**src/rtl/logic_unit_pipe.sv**
```systemverilog
// logic_unit_pipe: bitwise logic execution unit with a valid/ready register pipeline.
// Result and zero flag are formed at entry and carried through STAGES collapsing slices.
module logic_unit_pipe #(
  parameter int WIDTH  = 32,
  parameter int STAGES = 2,
  parameter int CNT_W  = 16
) (
  input  logic             clk,
  input  logic             rst_n,
  input  logic             in_valid,
  output logic             in_ready,
  input  logic [2:0]       op,
  input  logic [WIDTH-1:0] a,
  input  logic [WIDTH-1:0] b,
  output logic             out_valid,
  input  logic             out_ready,
  output logic [WIDTH-1:0] res,
  output logic             zero,
  output logic [CNT_W-1:0] op_count
);

  function automatic logic [WIDTH-1:0] f_logic_op(
    input logic [2:0]       sel,
    input logic [WIDTH-1:0] x,
    input logic [WIDTH-1:0] y
  );
    logic [WIDTH-1:0] r;
    case (sel)
      3'b000:  r = x & y;
      3'b001:  r = x | y;
      3'b010:  r = ~(x | y);
      3'b011:  r = x ^ y;
      3'b100:  r = ~(x & y);
      3'b101:  r = ~(x ^ y);
      3'b110:  r = x & ~y;
      3'b111:  r = x;
      default: r = '0;
    endcase
    return r;
  endfunction

  logic [STAGES-1:0] r_v;
  logic [WIDTH-1:0]  r_res [STAGES];
  logic [STAGES-1:0] r_zero;
  logic [CNT_W-1:0]  r_count;

  logic [STAGES-1:0] w_adv;
  logic [STAGES-1:0] w_load;
  logic [WIDTH-1:0]  w_d_res [STAGES];
  logic [STAGES-1:0] w_d_zero;
  logic [WIDTH-1:0]  w_entry_res;
  logic              w_accept;
  logic              w_deliver;

  assign w_entry_res = f_logic_op(op, a, b);

  // Advance chain walked from the output back to the entry stage; the slot past the
  // last stage looks permanently full and drains only when the consumer is ready.
  always_comb begin
    logic w_next_adv;
    logic w_next_v;
    w_adv      = '0;
    w_next_adv = out_ready;
    w_next_v   = 1'b1;
    for (int k = STAGES - 1; k >= 0; k--) begin
      w_adv[k]   = r_v[k] & (~w_next_v | w_next_adv);
      w_next_adv = w_adv[k];
      w_next_v   = r_v[k];
    end
  end

  assign in_ready  = ~r_v[0] | w_adv[0];
  assign w_accept  = in_valid & in_ready;
  assign w_deliver = r_v[STAGES-1] & out_ready;

  // Per-stage load enables and the payload each stage would capture.
  always_comb begin
    w_load   = '0;
    w_d_zero = '0;
    for (int k = 0; k < STAGES; k++) begin
      w_d_res[k] = '0;
    end
    w_load[0]   = w_accept;
    w_d_res[0]  = w_entry_res;
    w_d_zero[0] = ~|w_entry_res;
    for (int k = 1; k < STAGES; k++) begin
      w_load[k]   = w_adv[k-1];
      w_d_res[k]  = r_res[k-1];
      w_d_zero[k] = r_zero[k-1];
    end
  end

  // Stage valid bits and payload; an empty stage keeps its stale payload.
  always_ff @(posedge clk or negedge rst_n) begin
    if (!rst_n) begin
      r_v    <= '0;
      r_zero <= '0;
      for (int k = 0; k < STAGES; k++) begin
        r_res[k] <= '0;
      end
    end else begin
      for (int k = 0; k < STAGES; k++) begin
        if (w_load[k]) begin
          r_v[k]    <= 1'b1;
          r_res[k]  <= w_d_res[k];
          r_zero[k] <= w_d_zero[k];
        end else if (w_adv[k]) begin
          r_v[k] <= 1'b0;
        end else begin
          r_v[k] <= r_v[k];
        end
      end
    end
  end

  // Delivered-result counter, holding at all-ones instead of wrapping.
  always_ff @(posedge clk or negedge rst_n) begin
    if (!rst_n) begin
      r_count <= '0;
    end else if (w_deliver && (r_count != '1)) begin
      r_count <= r_count + CNT_W'(1);
    end else begin
      r_count <= r_count;
    end
  end

  assign out_valid = r_v[STAGES-1];
  assign res       = r_res[STAGES-1];
  assign zero      = r_zero[STAGES-1];
  assign op_count  = r_count;

endmodule

```
**config.mk**
```make
export PLATFORM = sky130hd
export DESIGN_NAME = logic_unit_pipe
export DESIGN_NICKNAME = d
export VERILOG_FILES = /design/src/rtl/logic_unit_pipe.sv
export SDC_FILE = /design/constraint.sdc
export NUM_CORES = 1
export LEC_CHECK = 0
export CORE_MARGIN = 1
export CORE_UTILIZATION = 45
export CTS_BUF_LIST = sky130_fd_sc_hd__clkbuf_16
export DETAILED_ROUTE_END_ITERATION = 16
export PLACE_DENSITY = 0.83
export SETUP_SLACK_MARGIN = 0.15
export SYNTH_ARGS = -nofsm -noshare
export SYNTH_HDL_FRONTEND = slang
export SYNTH_SLANG_ARGS = --single-unit
```
**constraint.sdc**
```tcl
create_clock -name clk -period 1.84 [get_ports clk]
set_clock_uncertainty 0.05 [all_clocks]
set_input_delay 0.368 -clock clk [delete_from_list [all_inputs] [get_ports clk]]
set_output_delay 0.368 -clock clk [all_outputs]
set_load 0.02 [all_outputs]
```
* After elaboration in Yosys (flattened, before gate mapping)
Cells that the tools add are included.
** Storage, ports and cells
- Register bits after elaboration :: 84
- Bits of input ports :: 71
- Output and inout port bits :: 51
- Logic and storage cells :: 42
** Cells by class
- Add/sub/neg operators :: 1
- Equal/unequal tests :: 8
- Multiplexer cells :: 5
- Bitwise logic cells :: 15
- Reductions and logical operators :: 6
** Operators by type and width (count)
- $pmux 32 s8 :: 1
- $not 32->32 :: 4
- $and 32x32->32 :: 2
- $or 32x32->32 :: 1
- $reduce_or 32->1 :: 1
- $xor 32x32->32 :: 1
- $add 16x1->16 const B :: 1
- $ne 16x16->1 const B :: 1
- $eq 3x3->1 const B :: 4
- $eq 3x2->1 const B :: 2
- $mux 1 :: 4
- $reduce_bool 2->1 :: 2
- $and 1x1->1 :: 3
- $eq 3x1->1 const B :: 1
- $logic_not 3->1 :: 1
- $not 1->1 :: 2
- $or 1x1->1 :: 2
- $logic_and 1x1->1 :: 1
- $logic_not 1->1 :: 1

* Logic depth before layout (Yosys ltp)
Gate-level depths: netlist of the first run.
- Depth after elaboration :: 6
- Mapped depth :: 12
- Mapped depth without buffers :: 9

* Least setup slack after synthesis of the first run
OpenSTA, ideal clock, no wires.
- Path type :: input-to-reg
- From :: in a[27]
- To :: reg r_zero[0]
- Library setup time :: 0.092 ns
- Data arrival time :: 2.486 ns
- Data required time :: 1.698 ns
- Slack :: -0.788 ns
- Cell stages on the path :: 9
- Path buffers :: 0
- Cell sequence :: inv_1 ha_1 mux2_4 o211ai_2 o221ai_2 o31a_1 or4_1 or4_1 o31ai_2
** On the way
- Longest elaborated chain between the ends :: 5
- Elaborated cells between the ends (all ways) :: 10
- Classes of those cells :: 1 x mux; 7 x bitwise; 2 x reduce/logical
** Ends and longest elaborated chain
- start, declared :: line 13 : input logic [WIDTH-1:0] a,
- $xor 32x32->32, or another cell as far along :: line 32, 34
- $not 32->32 (on tied branches) :: line 34, 31, 33
- $pmux 32 s8 (*) :: line 28 : case (sel)
- $reduce_or 32->1 (*) :: line 85 : w_d_zero[0] = ~|w_entry_res;
- $logic_not 1->1 (*) :: line 85
- end signal, assigned by index :: line 106 : r_zero[k] <= w_d_zero[k];
- end, declared :: line 44 : logic [STAGES-1:0] r_zero;
Mark *: on every way between the ends. The rest lies on a longest branch, timed or not.
A chain may end at the register's enable or synchronous reset.

* Worst setup path in the final report of the first run
- From :: in a[15]
- To :: reg r_zero[0]
Same word-level chain as after synthesis.

==> reports/results.ini, run 1 <==
[run_status]
status=finished with violations
violations=negative setup slack

[clocking]
clock_path_buffers=2
clk_pin_slew_ps=80
cts_buffers=9
clockRootBuffer=clkbuf_16
insertion_delay_ps=340
cts.sinks=84
cts_tree=done
cts_max_level=3

[detailed_routing]
drc=0
dr_wl_met2_um=14660
dr.max_layer_used=met4
wl_met3_um=2899
drt_iter0_markers=777
via_per_inst=6.175
drt-met1-wl_um=11550
totalWireLength_um=31520
ant_nets=0
firstDrtPassIters=5
wl_per_cell_um=24.47
num_vias=7954

[final_layout]
drive_gt1_share_pct=53.57
final_nets=1240
final_util_pct=78.04
antennaDiodeCount=0
syn_to_final_growth_pct=66.61

[yosys]
ys_seq_elements=84
syn_nets=922
netlist_area_um2=7226
avgSynthCellArea_um2=9.583
ys_top_cells_by_count=ha_1, dfrtp_1, inv_1
async_flop_share_pct=100.0
synth_top_flop_cell=dfrtp_1
ys_seq_area_share_pct=29.09
synthCells=754
synth.most_common_cell=ha_1
yosys.area.top_type=dfrtp_1
ys_types=61
synth_edf_count=0
synth_top_area_share_pct=29.09
ys_warn_count=0
synthTopCellsByArea=dfrtp_1, ha_1, mux2_2

[setup_path]
start_kind=input port
rrSetupSlack_ps=30
crit_path_max_fanout=3
crit_end=r_zero[0]$_DFFE_PN0P_
setup.worst_path.end_class=register
r2r_cells=7
worstSetupPathType=input port to register
crit_required_ps=2040
r2r_start=op_count[7]$_DFFE_PN0P_
r2r_end=op_count[7]$_DFFE_PN0P_
crit_start=a[15]
critPathArrivalTime_ps=2700

[power_and_ir_drop]
ir_drop_mv=0.4415
p_switching_w=0.003173
total_power_w=0.008399
power.density_nw_per_um2=697.7
clkPwrFrac_pct=21.7
switching_share_pct=37.77
p_int_w=0.005226
p_comb_share_pct=47.7
p_leak_nw=5.790
p_seq_share_pct=30.6

[global_routing]
grt_pass1_vias=7696
grt_overflow=0
grt_max_degree=34
antenna_found_initial=0
grt_use_total_pct=30.25
grt_pass1_wl_um=39240

[sta]
setup_viol=19
max_clock_freq_mhz=401.5
fin_crit_sh_pct=135.3
fin_setup_tns_ps=-3497
layout_min_cycle_time_ps=2490
relSlewSlack_pct=68.80
maxSlewViolCount=0
worst_pin_slew_ps=467.9
rsz0062_at_grt=true
fin_ws_ps=-650.4
hold_viol=0

[die]
rows=45
fp.dieArea_um2=16570
pin_count=122
coreArea_um2=15430
start_util_pct=46.84
die_x_um=128.7
die_h_um=128.7

[worst_hold_path]
hold_class=register to register
hold_depth=2

[placement]
port_buffers=121
post-place-ws_ps=-1241
finalWeightedCongestion=0.8650
hpwlAfterDp_um=14040

[flow_run]
drv_cap=0

sequential cells by signal, indices dropped and copies added (netlist names):
register,count
r_v,2
res,32
r_res,32
op_count,16
r_zero,2
layout make-up:
cell class | instances | area, µm²
Sequential cell | 84 | 2108
Fill cell | 836 | 3388
Multi-Input combinational cell | 520 | 5418
Inverter | 72 | 301.5
Timing Repair Buffer | 385 | 3651
Clock buffer | 9 | 225.2
Clock inverter | 7 | 71.32
Tap cell | 211 | 264.0
critical path, cell delays in order:
cell and delay (ps):
clkdlybuf4s15_1 220, buf_4 160, ha_1 320, or3_4 240
o221ai_4 120, o31ai_2 270, a21boi_2 250, and3_1 190
nand4_1 260, o31ai_4 310
cells in the final DEF (no fill, tap or decap), types with 6 or more instances in the layout:
master / synthesis / routed
buf_12: 0 / 17
inv_1: 71 / 37
nand2_2: 0 / 8
buf_4: 36 / 175
inv_4: 0 / 6
inv_2: 0 / 27
mux2_2: 59 / 47
nand2b_1: 14 / 9
mux4_2: 6 / 6
nand2_1: 47 / 37
mux2_4: 1 / 13
dfrtp_1: 84 / 79
o21ai_1: 1 / 10
a21oi_2: 0 / 16
buf_6: 6 / 71
nor2_1: 33 / 28
buf_8: 0 / 10
buf_2: 24 / 7
mux2i_1: 39 / 37
nand3b_1: 7 / 7
a21oi_1: 33 / 16
dlygate4sd2_1: 0 / 70
xor2_1: 6 / 6
ha_4: 0 / 29
clkbuf_16: 0 / 12
o21ai_2: 0 / 16
clkbuf_2: 0 / 11
o221ai_2: 1 / 7
clkdlybuf4s15_1: 0 / 12
o21ai_0: 33 / 6
nand3_1: 12 / 6
ha_1: 97 / 60
ha_2: 0 / 8
nand4_1: 7 / 7
per-layer routing:
metal | vias up | track usage (%)
met4 | 0 | 15.99
met2 | 625 | 52.08
met3 | 225 | 5.447
met1 | 3844 | 35.97
li1 | 3260 | -
met5 | - | 0
power by group through the flow:
stage / clock, W / sequential (W) / combinational, W
after global routing: 0.00191 / 0.00261 / 0.00416
after global placement: 0 / 0.00255 / 0.00299
final: 0.00182 / 0.00257 / 0.00400
after floorplan: 0 / 0.00260 / 0.00182
after CTS: 0.00178 / 0.00254 / 0.00333
after detailed placement: 0 / 0.00258 / 0.00306
cells by family after synthesis:
logic type | synth area share (%)
adder cells (fa/ha/maj) | 16.80
buffers and inverters | 10.70
AO/OA/AOI/OAI | 13.78
XOR/XNOR | 1.818
flip-flops | 29.09
AND/OR/NAND/NOR | 11.13
multiplexers | 16.68
timing repair:
action / in CTS / in global routing
pin swaps: 87 / 59
hold buffers: 1 / 0
hold endpoints to repair: 27 / 0
endpoints found under the setup margin: 98 / 52
resized for setup: 380 / 173
buffers inserted: 57 / 31
gates cloned: 3 / 3
worst min path at each step:
stage / from / end / slack (ps)
after floorplan: rst_n / op_count[0]$_DFFE_PN0P_ / 20
after global placement: rst_n / r_v[0]$_DFFE_PN0P_ / 280
after detailed placement: rst_n / op_count[4]$_DFFE_PN0P_ / 280
after CTS: op_count[4]$_DFFE_PN0P_ / op_count[4]$_DFFE_PN0P_ / 440
after global routing: r_res[58]$_DFFE_PN0P_ / r_res[58]$_DFFE_PN0P_ / 460
final: r_res[37]$_DFFE_PN0P_ / r_res[37]$_DFFE_PN0P_ / 450
metrics by stage:
| step | cell area, µm² | hold slack (ps) | std cells |
|---|---|---|---|
| 3_5_place_dp | 9676 | 280.8 | 1177 |
| 3_3_place_gp | 9676 | 282.5 | 1177 |
| 5_1_grt | 12040 | 457.2 | 1288 |
| 4_1_cts | 11190 | 439.5 | 1254 |
| 2_1_floorplan | 7523 | 22.41 | 754 |
| 6_report | 12040 | 446.2 | 1288 |
Power figures use the tool's default switching activity.
==> run 2, diff against run 1 <==
--- a/config.mk
+++ b/config.mk
@@ -10,6 +10,7 @@
 export CTS_BUF_LIST = sky130_fd_sc_hd__clkbuf_16
 export DETAILED_ROUTE_END_ITERATION = 16
 export PLACE_DENSITY = 0.83
+export RECOVER_POWER = 50
 export SETUP_SLACK_MARGIN = 0.15
 export SYNTH_ARGS = -nofsm -noshare
 export SYNTH_HDL_FRONTEND = slang
==> run 2 against run 1 <==
  * The flow still finishes with violations (negative setup slack)
  * Sequential power about the same
  * Critical path type unchanged
  * Fmax fell by 0.79%
  * Setup slack lost 20 ps
  * Largest cell class unchanged
  * Combinational power is essentially flat
  * Via count shrank 0.21%
  * Critical path depth is the same
  * Die area unchanged
  * Register-to-register slack about the same
  * Global-route usage stayed put
  * Count of clock-buffer cells in the layout unchanged
  * Largest power group unchanged
  * First-iteration DRC count fell by 0.13%
==> reports/results.ini, run 2 (same netlist as run 1, synthesis figures left out) <==
[setup_path]
crit_end=r_zero[0]$_DFFE_PN0P_
critPathArrivalTime_ps=2710
worstSetupPathType=input port to register
r2r_start=op_count[7]$_DFFE_PN0P_
r2r_cells=7
setup.worst_path.end_class=register
start_kind=input port
rrSetupSlack_ps=30
crit_required_ps=2040
r2r_end=op_count[7]$_DFFE_PN0P_
crit_path_max_fanout=3
crit_start=a[15]

[final_layout]
drive_gt1_share_pct=53.48
final_common_cell=buf_4
final_cell_mix=buf_4, dfrtp_1, buf_6, dlygate4sd2_1, ha_1
design_area_um2=12010
multiInputGateArea_um2=5418
register_area_um2=2108
final_util_pct=77.83
num-fill-cells=842
final_nets=1240
syn_to_final_growth_pct=66.18
antennaDiodeCount=0

[die]
die_x_um=128.7
pin_count=122
coreArea_um2=15430
rows=45
start_util_pct=46.84
die_h_um=128.7
fp.dieArea_um2=16570

[global_routing]
grt_use_total_pct=30.25
grt_pass1_wl_um=39240
antenna_found_initial=0
grt_pass1_vias=7696
grt_max_degree=34
grt_overflow=0

[worst_hold_path]
min_from=r_res[37]$_DFFE_PN0P_
hold_class=register to register
hold_depth=2

[sta]
max_clock_freq_mhz=398.4
maxSlewViolCount=0
layout_min_cycle_time_ps=2510
setup_viol=18
fin_ws_ps=-670.1
worst_pin_slew_ps=732.4
relSlewSlack_pct=51.18
hold_viol=0
rsz0062_at_grt=true
fin_crit_sh_pct=136.4

[run_status]
violations=negative setup slack
status=finished with violations

[clocking]
cts.sinks=84
clk_pin_slew_ps=80
cts_max_level=3
cts_tree=done
clockRootBuffer=clkbuf_16
insertion_delay_ps=340
clock_path_buffers=2
cts_buffers=9

[detailed_routing]
dr.max_layer_used=met4
drt_iter0_markers=776
via_per_inst=6.162
drc=0
totalWireLength_um=31520
num_vias=7937
wl_per_cell_um=24.47
firstDrtPassIters=7
dr_wl_met2_um=14570
ant_nets=0
wl_met3_um=2993
drt-met1-wl_um=11430

[power_and_ir_drop]
ir_drop_mv=0.4417
p_switching_w=0.003167
switching_share_pct=37.77
clkPwrFrac_pct=21.7
p_seq_share_pct=30.7
p_leak_nw=5.777
p_comb_share_pct=47.6
power.density_nw_per_um2=698.2
p_int_w=0.005217

[placement]
place_area_um2=9676
finalWeightedCongestion=0.8650
hpwlAfterDp_um=14040
post-place-ws_ps=-1241
port_buffers=121

[flow_run]
drv_cap=0

[run 2: cell count changes in the layout (fill, tap and decap cells not counted)]
cell,previous run,this run
clkdlybuf4s50_1,2,1
buf_12,17,15
clkbuf_4,0,2
clkbuf_1,0,1
buf_4,175,173
dlygate4sd3_1,1,2
clkbuf_2,11,12
[run 2: routing by layer]
layer  vias up  global-route usage [%]
li1       3264                       -
met3       229                   5.447
met5         -                       0
met4         0                   15.99
met2       634                   52.08
met1      3810                   35.97
[run 2: worst min-delay path by stage]
stage          slack (ps)                      end
6_report              450    r_res[37]$_DFFE_PN0P_
5_1_grt               460    r_res[58]$_DFFE_PN0P_
4_1_cts               440  op_count[4]$_DFFE_PN0P_
3_5_place_dp          280  op_count[4]$_DFFE_PN0P_
3_3_place_gp          280       r_v[0]$_DFFE_PN0P_
2_1_floorplan          20  op_count[0]$_DFFE_PN0P_
[run 2: what timing repair did]
action,CTS,global route
hold buffers,1,0
endpoints found under the setup margin,98,52
gates cloned,3,3
gates resized for setup,380,173
pin swaps,87,59
endpoints found under the hold margin,27,0
buffers inserted,57,31
[run 2: critical path, stage by stage]
cell,delay [ps]
clkdlybuf4s15_1,230
buf_4,160
ha_1,330
or3_4,240
o221ai_4,120
o31ai_2,270
a21boi_2,250
and3_1,190
nand4_1,260
o31ai_4,310
[run 2: cell type report]
class / instances / share of cell area (%)
multi-input combinational: 520 / 45.12
timing repair buffer: 385 / 30.14
sequential: 84 / 17.56
inverter: 72 / 2.511
tap: 211 / 2.199
clock buffer: 9 / 1.876
clock inverter: 7 / 0.5939
[run 2: metrics by stage]
stage,std cells,TNS [ps],power (W),hold WS [ps]
after detailed placement,1177,-19860,0.005635,280.8
after global placement,1177,-17420,0.005532,282.5
final,1288,-3595,0.008384,448.0
after CTS,1254,-920.1,0.007656,439.5
after floorplan,754,-1429,0.004422,22.41
after global routing,1288,-4112,0.008663,457.2
[run 2: power groups by stage]
stage	clock network [W]	logic, W	registers, W
2_1_floorplan	0	0.00182	0.00260
3_3_place_gp	0	0.00299	0.00255
3_5_place_dp	0	0.00306	0.00258
6_report	0.00182	0.00399	0.00257
4_1_cts	0.00178	0.00333	0.00254
5_1_grt	0.00191	0.00414	0.00261
